===== src/rtl/scan_seq_pkg.sv =====
// rtl/scan_seq_pkg.sv - shared types and sizes for the 4-bit scan sequencer
package scan_seq_pkg;

  localparam int NUM_CHAN = 16;
  localparam int SEL_W    = 4;

  typedef enum logic [1:0] {
    IDLE  = 2'd0,
    BLANK = 2'd1,
    DWELL = 2'd2
  } state_t;

endpackage


===== src/rtl/scan_sequencer_4b_if.sv =====
// rtl/scan_sequencer_4b_if.sv - control/decoder bus of the scan sequencer
// SCAN_SEQ_ONESHOT_EN adds the oneshot request line.
interface scan_sequencer_4b_if #(
  parameter int DWELL_W = 8
);
  import scan_seq_pkg::*;

  logic                start;
  logic                stop;
  logic [NUM_CHAN-1:0] chan_mask;
  logic [DWELL_W-1:0]  dwell;
`ifdef SCAN_SEQ_ONESHOT_EN
  logic                oneshot;
`endif
  logic [SEL_W-1:0]    sel;
  logic                enable_n;
  logic                busy;
  logic                frame_done;
  logic                err;

  modport master (
`ifdef SCAN_SEQ_ONESHOT_EN
    output oneshot,
`endif
    output start, stop, chan_mask, dwell,
    input  sel, enable_n, busy, frame_done, err
  );

  modport slave (
`ifdef SCAN_SEQ_ONESHOT_EN
    input  oneshot,
`endif
    input  start, stop, chan_mask, dwell,
    output sel, enable_n, busy, frame_done, err
  );

endinterface


===== src/rtl/next_chan_find.sv =====
// rtl/next_chan_find.sv - lowest set mask bit above cur, else lowest set bit with wrap=1
module next_chan_find
  import scan_seq_pkg::*;
(
  input  logic [NUM_CHAN-1:0] mask,
  input  logic [SEL_W-1:0]    cur,
  output logic [SEL_W-1:0]    next,
  output logic                wrap
);

  logic [SEL_W-1:0] lowest;

  // Descending walk so the last hit written is the lowest qualifying index.
  always_comb begin
    next   = '0;
    lowest = '0;
    wrap   = 1'b1;
    for (int i = NUM_CHAN - 1; i >= 0; i--) begin
      if (mask[i]) begin
        lowest = SEL_W'(i);
        if (i > int'(cur)) begin
          next = SEL_W'(i);
          wrap = 1'b0;
        end
      end
    end
    if (wrap) begin
      next = lowest;
    end
  end

endmodule


===== src/rtl/scan_sequencer_4b.sv =====
// rtl/scan_sequencer_4b.sv - blanked channel scan driver for a 4-to-16 decoder
// SCAN_SEQ_ONESHOT_EN: stop at frame wrap when oneshot was set with start.
module scan_sequencer_4b
  import scan_seq_pkg::*;
#(
  parameter int DWELL_W      = 8,
  parameter int BLANK_CYCLES = 2
) (
  input logic                 clk,
  input logic                 rst_n,
  scan_sequencer_4b_if.slave  bus
);

  localparam int BLK_W = $clog2(BLANK_CYCLES + 2);
  localparam int CNT_W = (DWELL_W > BLK_W) ? DWELL_W : BLK_W;
  localparam logic [CNT_W-1:0] BLANK_LAST =
    (BLANK_CYCLES > 0) ? CNT_W'(BLANK_CYCLES - 1) : '0;

  state_t              state;
  logic [NUM_CHAN-1:0] mask_lat;
  logic [DWELL_W-1:0]  dwell_lat;
  logic                oneshot_lat;
  logic                oneshot_req;
  logic [CNT_W-1:0]    cnt;

  logic [SEL_W-1:0]    first_chan;
  logic                first_wrap_unused;
  logic [SEL_W-1:0]    next_chan;
  logic                next_wrap;

  logic [DWELL_W-1:0]  load_dwell;
  state_t              enter_state;
  logic                enter_en_n;
  logic [CNT_W-1:0]    enter_cnt;

  // cur=all-ones always wraps, giving the lowest set bit of the live mask.
  next_chan_find u_first (
    .mask (bus.chan_mask),
    .cur  ({SEL_W{1'b1}}),
    .next (first_chan),
    .wrap (first_wrap_unused)
  );

  next_chan_find u_next (
    .mask (mask_lat),
    .cur  (bus.sel),
    .next (next_chan),
    .wrap (next_wrap)
  );

`ifdef SCAN_SEQ_ONESHOT_EN
  assign oneshot_req = bus.oneshot;
`else
  assign oneshot_req = 1'b0;
`endif

  function automatic logic [CNT_W-1:0] dwell_last(input logic [DWELL_W-1:0] d);
    return (d == '0) ? '0 : CNT_W'(d - DWELL_W'(1));
  endfunction

  // Entry point of a channel: blanking first unless it is configured away.
  always_comb begin
    load_dwell = (state == DWELL && !next_wrap) ? dwell_lat : bus.dwell;
    if (BLANK_CYCLES == 0) begin
      enter_state = DWELL;
      enter_en_n  = 1'b0;
      enter_cnt   = dwell_last(load_dwell);
    end else begin
      enter_state = BLANK;
      enter_en_n  = 1'b1;
      enter_cnt   = BLANK_LAST;
    end
  end

  always_ff @(posedge clk or negedge rst_n) begin
    if (!rst_n) begin
      state          <= IDLE;
      mask_lat       <= '0;
      dwell_lat      <= '0;
      oneshot_lat    <= 1'b0;
      cnt            <= '0;
      bus.sel        <= '0;
      bus.enable_n   <= 1'b1;
      bus.busy       <= 1'b0;
      bus.frame_done <= 1'b0;
      bus.err        <= 1'b0;
    end else begin
      bus.frame_done <= 1'b0;
      bus.err        <= 1'b0;
      if (state != IDLE && bus.stop) begin
        state        <= IDLE;
        bus.enable_n <= 1'b1;
        bus.busy     <= 1'b0;
      end else begin
        case (state)
          IDLE: begin
            if (bus.start && !bus.stop) begin
              if (bus.chan_mask == '0) begin
                bus.err <= 1'b1;
              end else begin
                mask_lat     <= bus.chan_mask;
                dwell_lat    <= bus.dwell;
                oneshot_lat  <= oneshot_req;
                bus.sel      <= first_chan;
                bus.busy     <= 1'b1;
                state        <= enter_state;
                bus.enable_n <= enter_en_n;
                cnt          <= enter_cnt;
              end
            end
          end
          BLANK: begin
            if (cnt == '0) begin
              state        <= DWELL;
              bus.enable_n <= 1'b0;
              cnt          <= dwell_last(dwell_lat);
            end else begin
              cnt <= cnt - CNT_W'(1);
            end
          end
          DWELL: begin
            if (cnt != '0) begin
              cnt <= cnt - CNT_W'(1);
            end else if (!next_wrap) begin
              bus.sel      <= next_chan;
              state        <= enter_state;
              bus.enable_n <= enter_en_n;
              cnt          <= enter_cnt;
            end else if (oneshot_lat) begin
              bus.frame_done <= 1'b1;
              state          <= IDLE;
              bus.enable_n   <= 1'b1;
              bus.busy       <= 1'b0;
            end else if (bus.chan_mask == '0) begin
              bus.err      <= 1'b1;
              state        <= IDLE;
              bus.enable_n <= 1'b1;
              bus.busy     <= 1'b0;
            end else begin
              // New frame: mask and dwell are only sampled here and at start.
              mask_lat       <= bus.chan_mask;
              dwell_lat      <= bus.dwell;
              bus.sel        <= first_chan;
              bus.frame_done <= 1'b1;
              state          <= enter_state;
              bus.enable_n   <= enter_en_n;
              cnt            <= enter_cnt;
            end
          end
          default: begin
            state        <= IDLE;
            bus.enable_n <= 1'b1;
            bus.busy     <= 1'b0;
          end
        endcase
      end
    end
  end

endmodule


===== src/flat_wrapper.sv =====
// flat-port wrapper written by rule: the top's interface ports become plain ports
module scan_sequencer_4b_flat import scan_seq_pkg::*;
#(
  parameter int DWELL_W      = 8,
  parameter int BLANK_CYCLES = 2
)
  (clk, rst_n, bus_start, bus_stop, bus_chan_mask, bus_dwell, bus_sel, bus_enable_n, bus_busy, bus_frame_done, bus_err);
  scan_sequencer_4b_if #(.DWELL_W(DWELL_W)) bus_i ();
  input logic clk;
  input logic rst_n;
  input wire logic [$bits(bus_i.start)-1:0] bus_start;
  input wire logic [$bits(bus_i.stop)-1:0] bus_stop;
  input wire logic [$bits(bus_i.chan_mask)-1:0] bus_chan_mask;
  input wire logic [$bits(bus_i.dwell)-1:0] bus_dwell;
  output wire logic [$bits(bus_i.sel)-1:0] bus_sel;
  output wire logic [$bits(bus_i.enable_n)-1:0] bus_enable_n;
  output wire logic [$bits(bus_i.busy)-1:0] bus_busy;
  output wire logic [$bits(bus_i.frame_done)-1:0] bus_frame_done;
  output wire logic [$bits(bus_i.err)-1:0] bus_err;
  assign bus_i.start = bus_start;
  assign bus_i.stop = bus_stop;
  assign bus_i.chan_mask = bus_chan_mask;
  assign bus_i.dwell = bus_dwell;
  assign bus_sel = bus_i.sel;
  assign bus_enable_n = bus_i.enable_n;
  assign bus_busy = bus_i.busy;
  assign bus_frame_done = bus_i.frame_done;
  assign bus_err = bus_i.err;
  scan_sequencer_4b #(.DWELL_W(DWELL_W), .BLANK_CYCLES(BLANK_CYCLES)) u_core (.clk(clk), .rst_n(rst_n), .bus(bus_i));
endmodule

===== config.mk =====
export PLATFORM = sky130hd
export DESIGN_NAME = scan_sequencer_4b_flat
export DESIGN_NICKNAME = d
export VERILOG_FILES = /design/src/rtl/scan_seq_pkg.sv /design/src/rtl/scan_sequencer_4b_if.sv /design/src/rtl/next_chan_find.sv /design/src/rtl/scan_sequencer_4b.sv /design/src/flat_wrapper.sv
export SDC_FILE = /design/constraint.sdc
export NUM_CORES = 1
export LEC_CHECK = 0
export BUFFER_PORTS_ARGS = -buffer_cell sky130_fd_sc_hd__buf_4
export CAP_MARGIN = 20
export CORE_MARGIN = 2
export CORE_UTILIZATION = 45
export CTS_CLUSTER_SIZE = 25
export DETAILED_ROUTE_END_ITERATION = 10
export PLACE_DENSITY = 0.66
export RECOVER_POWER = 100
export SYNTH_ARGS = -nofsm -noshare
export SYNTH_HDL_FRONTEND = slang
export SYNTH_SLANG_ARGS = --single-unit

===== constraint.sdc =====
create_clock -name clk -period 5.6 [get_ports clk]
set_input_delay 1.12 -clock clk [delete_from_list [all_inputs] [get_ports clk]]
set_output_delay 1.12 -clock clk [all_outputs]
set_load 0.01 [all_outputs]

Yosys cells after proc, flatten, opt, wreduce, memory -nomap -nowiden
Index checks and enable logic that the tools add are counted.
Word-level totals
  flip-flop bits (word level): 42
  output and inout port bits: 8
Operators by class
  order comparisons: 15
  equal/unequal tests: 12
  reductions and logical operators: 16
  add/sub/neg operators: 2
  muxes and demuxes: 128
  bitwise logic cells: 1
Operator list (number)
  4-bit two-way mux: 50
  8-bit two-way mux: 10
  16-bit two-way mux: 4
  1-bit two-way mux: 50
  4-bit > comparator, first input constant: 8
  16-bit one-hot mux with 2 select lines: 1
  8-bit one-hot mux with 3 select lines: 1
  3-bit by 4-bit > comparator with 1-bit output, first input constant: 4
  16-bit zero test: 1
  8-bit zero test: 2
  8-bit one-hot mux with 2 select lines: 1
  8-bit by 1-bit subtractor with 8-bit output, second input constant: 2
  2-bit two-way mux: 6
  2-bit by 4-bit > comparator with 1-bit output, first input constant: 2
  4-bit one-hot mux with 2 select lines: 1
  4-bit AND reduction: 2
  8-bit nonzero test: 1
  2-bit by 1-bit != test with 1-bit output, second input constant: 3
  3-bit by 1-bit != test with 1-bit output, second input constant: 2
  3-bit by 2-bit != test with 1-bit output, second input constant: 2
  3-bit != test, second input constant: 2
  1-bit one-hot mux with 3 select lines: 2
  2-bit one-hot mux with 3 select lines: 1
  6-bit AND reduction: 1
  other kinds (13): 15

Longest topological paths before layout
  depth in word-level cells: 35
  depth in mapped cells: 9
  gate-level depth less buffers: 8

Hierarchy
Synthesis repeated with hierarchy kept, for this count alone.
Second synthesis, totals
  cell total of the unflattened synthesis: 413
  area total of the unflattened synthesis: 3554.7 um^2
By module, submodules not included
  scan_sequencer_4b: cells an instance 217, times used 1, area an instance 2301.0 um^2, sequential area each 1052.3 um^2
  next_chan_find: cells an instance 98, times used 2, area an instance 626.9 um^2, sequential area each 0.0 um^2

Least setup slack after synthesis
No wires, ideal clock.
  kind: input to register
  start point: in bus_chan_mask[1]
  end point: reg u_core.bus.enable_n
  stages: 5
  required time: 5.518 ns
  path slack: 2.631 ns
  arrival: 2.887 ns
  cells stage by stage: or4_1 > nor4_4 > o21ai_0 > o21ai_1 > mux2_2
Between the ends
  longest elaborated chain between the ends: 3
RTL lines
  start: declaration: RTL line flat_wrapper.sv:13  | input wire logic [$bits(bus_i.chan_mask)-1:0] bus_chan_mask;
  16-bit zero test: RTL line scan_sequencer_4b.sv:98  | if (bus.chan_mask == '0) begin
  3-bit by 2-bit != test with 1-bit output (no source line)
  4-bit AND reduction (no source line)
  end signal: assignment: RTL line scan_sequencer_4b.sv:107  | bus.enable_n <= enter_en_n;
  end signal: assignment: RTL line scan_sequencer_4b.sv:127  | bus.enable_n <= enter_en_n;
  end signal: assignment: RTL line scan_sequencer_4b.sv:146  | bus.enable_n <= enter_en_n;
  end: declaration: RTL line scan_sequencer_4b_if.sv:34  | output sel, enable_n, busy, frame_done, err
Every way passes these cells.
A chain may end at the register's enable or synchronous reset.

Final worst setup path
  start point: in bus_chan_mask[1]
  end point: reg u_core.mask_lat[11]
Between the ends
  longest elaborated chain between the ends: 5
  elaborated cells between the ends (all ways): 6
RTL lines
  16-bit zero test *: RTL line scan_sequencer_4b.sv:98, scan_sequencer_4b.sv:134
  16-bit two-way mux *
  16-bit two-way mux (2 in series)
  16-bit one-hot mux with 2 select lines *
  end signal: assignment: RTL line scan_sequencer_4b.sv:101  | mask_lat <= bus.chan_mask;
  end signal: assignment: RTL line scan_sequencer_4b.sv:141  | mask_lat <= bus.chan_mask;
  end: declaration: RTL line scan_sequencer_4b.sv:20  | logic [NUM_CHAN-1:0] mask_lat;
Every way passes the cells marked *; elsewhere a longest branch is shown, timed or not. The select of a mux whose other input is x is not followed.

==> impl_metrics.ini <==
[finish]
nets = 371
antenna_cells = 0
syn2layout_area_growth_pct = 10.9
drive_above_1_share_pct = 19.1

[clocking]
cts_hold_buf = 0
cts.path.max_buffers = 2
htree_levels = 2
ctsResizeCount = 0
clk_pin_slew_worst_paths_ns = 0.08
root_buffer = clkbuf_8
numClockSinks = 41
cts_tree = done
cts_setup_buffers = 0
numCtsBuffers = 5
clkLatencyLatePin_ns = 0.29

[grt]
antenna_found_initial = 0
grt_pass1_vias = 2244
grt_pass1_wl_microns = 10900
gr-usage-all-layers_pct = 18.9
grt_overflow = 0
grt_max_degree = 42

[timing]
max_slew_margin_pct = -46.8
fin_skew_ns = 0.00430
finalHoldViolCount = 0
slew_viol_final = 51
finalSetupTns_ns = 0
rsz0062_at_grt = no
fin_ws_ns = 1.38
period_share_pct = 75.4
tightestPinTransition_ns = 2.20
period_needed_ns = 4.22
final-setup-viol-count = 0
max_freq_ghz = 0.237

[yosys]
yosys-top-cells-area = dfrtp_1 (35%), mux2_2 (9.1%), nor2_1 (3.7%)
synth_top_cells_by_count = dfrtp_1 (40), nor2_1 (28), mux2_2 (23)
synth_warnings = 0
synth.yosys.seq_area_share_pct = 36.3
postSynthCellCount = 304
synth_nets = 339
synth_cell_type_count = 61
syn_area_sq_um = 2830
yosysTopAreaCell = dfrtp_1
synth_flop_cell = dfrtp_1
synth-async-reset-ratio_pct = 100
synth_seq_cells = 41
synth_edf_count = 0
yosysMostFrequentCell = dfrtp_1
synth_top_area_share_pct = 35.4
postSynthAreaPerCell_sq_um = 9.31

[power_and_ir_drop]
netSwitchingFraction_pct = 44.7
peakVddDrop_mv = 0.242
p_switching_mw = 0.760
clockPowerShare_pct = 10.6
pwr-share-comb_pct = 53.0
internal_power_mw = 0.941
power_frac_seq_pct = 36.5
power_density_nw_per_um2 = 542
p_leak_nw = 1.27

[floorplanning]
fp.dieH_microns = 83.3
io_pins = 36
initial_core_util_pct = 47.3
dieWidth_microns = 83.3
core.rowCount = 28
core_sq_um = 5990
die-area_sq_um = 6940

[flow_run]
cap_violations = 2

[placement]
place.port_buffers = 35
dp_slack_ns = 2.26
dp_hpwl_microns = 4790
place_congestion = 0.841

[route]
viasPerCell = 5.80
wl_per_cell_microns = 15.9
via_count = 2379
drt_iter0_drc = 185
drc = 0
routed_wl_microns = 6500
first_pass_iters = 4
ant_nets = 0

[worst_setup_path]
critical_path_class = in2reg
reg2regPathDepth = 7
critPathArrivalTime_ns = 4.40
worstPathRequired_ns = 5.78
startpoint_type = primary input
crit_path_end_kind = flip-flop
worstPathMaxFanout = 24

[status]
status = finished with violations
violations = capacitance limit, slew limit

[hold_path]
hold_depth = 2
min_path_type = reg2reg
## cell usage in the layout (no fill, tap or decap), drive strengths merged, types with 8 or more instances in the layout
cell type / n
dfrtp: 40
nor2: 28
buf: 25
mux2: 25
nand2: 20
a21oi: 19
o21ai: 17
clkbuf: 16
inv: 15
nor3: 10
o31ai: 9
nand2b: 8
nor2b: 8
## worst paths after layout
kind | endpoint | slack (ns) | from
setup reg to reg | u_core.dwell_lat[7] | 1.73 | u_core.bus.sel[3]
min in group asynchronous | u_core.mask_lat[9] | 1.47 | rst_n
setup / recovery | u_core.mask_lat[11] | 1.38 | bus_chan_mask[1]
max in group asynchronous | u_core.cnt[0] | 2.87 | rst_n
hold / removal | u_core.bus.busy | 0.50 | u_core.bus.busy
hold reg to reg | u_core.bus.busy | 0.50 | u_core.bus.busy
## critical path: stages
cell and delay (ns):
clkbuf_1 0.13, or4_1 0.59, nor4_1 1.39, nor3b_4 0.06
clkbuf_1 0.59, mux2_1 0.52
## power groups by stage
stage,Combinational (mW),Sequential (mW),Clock (mW)
2_1_floorplan,0.764,0.549,0
3_3_place_gp,0.900,0.620,0
3_5_place_dp,0.911,0.625,0
4_1_cts,0.916,0.618,0.188
5_1_grt,0.999,0.646,0.200
6_report,0.901,0.620,0.180
## area by class of cell
type	count	area, sq um
Clock buffer	5	68.8
Inverter	15	56.3
Timing Repair Buffer	36	229
Tap cell	75	93.8
Clock inverter	1	5.00
Multi-Input combinational cell	237	1660
Fill cell	566	2850
Sequential cell	41	1030
## state kept, by name, indices dropped and copies added, names as in the netlist
name                   flops
u_core.dwell_lat           8
u_core.mask_lat           15
u_core.state               2
u_core.bus.sel             4
u_core.bus.err             1
u_core.bus.busy            1
u_core.cnt                 8
u_core.bus.frame_done      1
u_core.bus.enable_n        1
## kinds of logic after synthesis
group / share of synthesized area [%]
compound gates: 22.0
simple gates: 22.1
fa+ha+maj: 3.09
flops: 36.3
mux: 10.6
buf+inv: 4.37
xor+xnor: 1.55
## metrics by stage
step / util, % / power [mW] / std cells / instance area [sq um] / hold slack [ns]
global route: 52.4 / 1.85 / 410 / 3140 / 0.540
CTS: 53.4 / 1.72 / 410 / 3200 / 0.511
global placement: 52.2 / 1.52 / 404 / 3130 / 0.491
floorplan: - / 1.31 / 304 / 2830 / 0.471
finish: 52.4 / 1.70 / 410 / 3140 / 0.498
detailed placement: 52.2 / 1.54 / 404 / 3130 / 0.491
## routing by layer
metal,global-route usage (%),wire [microns]
met5,0,0
met4,5.22,111
met3,2.49,256
met2,28.6,2800
met1,28.2,3330
Note: power is estimated with default switching activity, not from simulation.
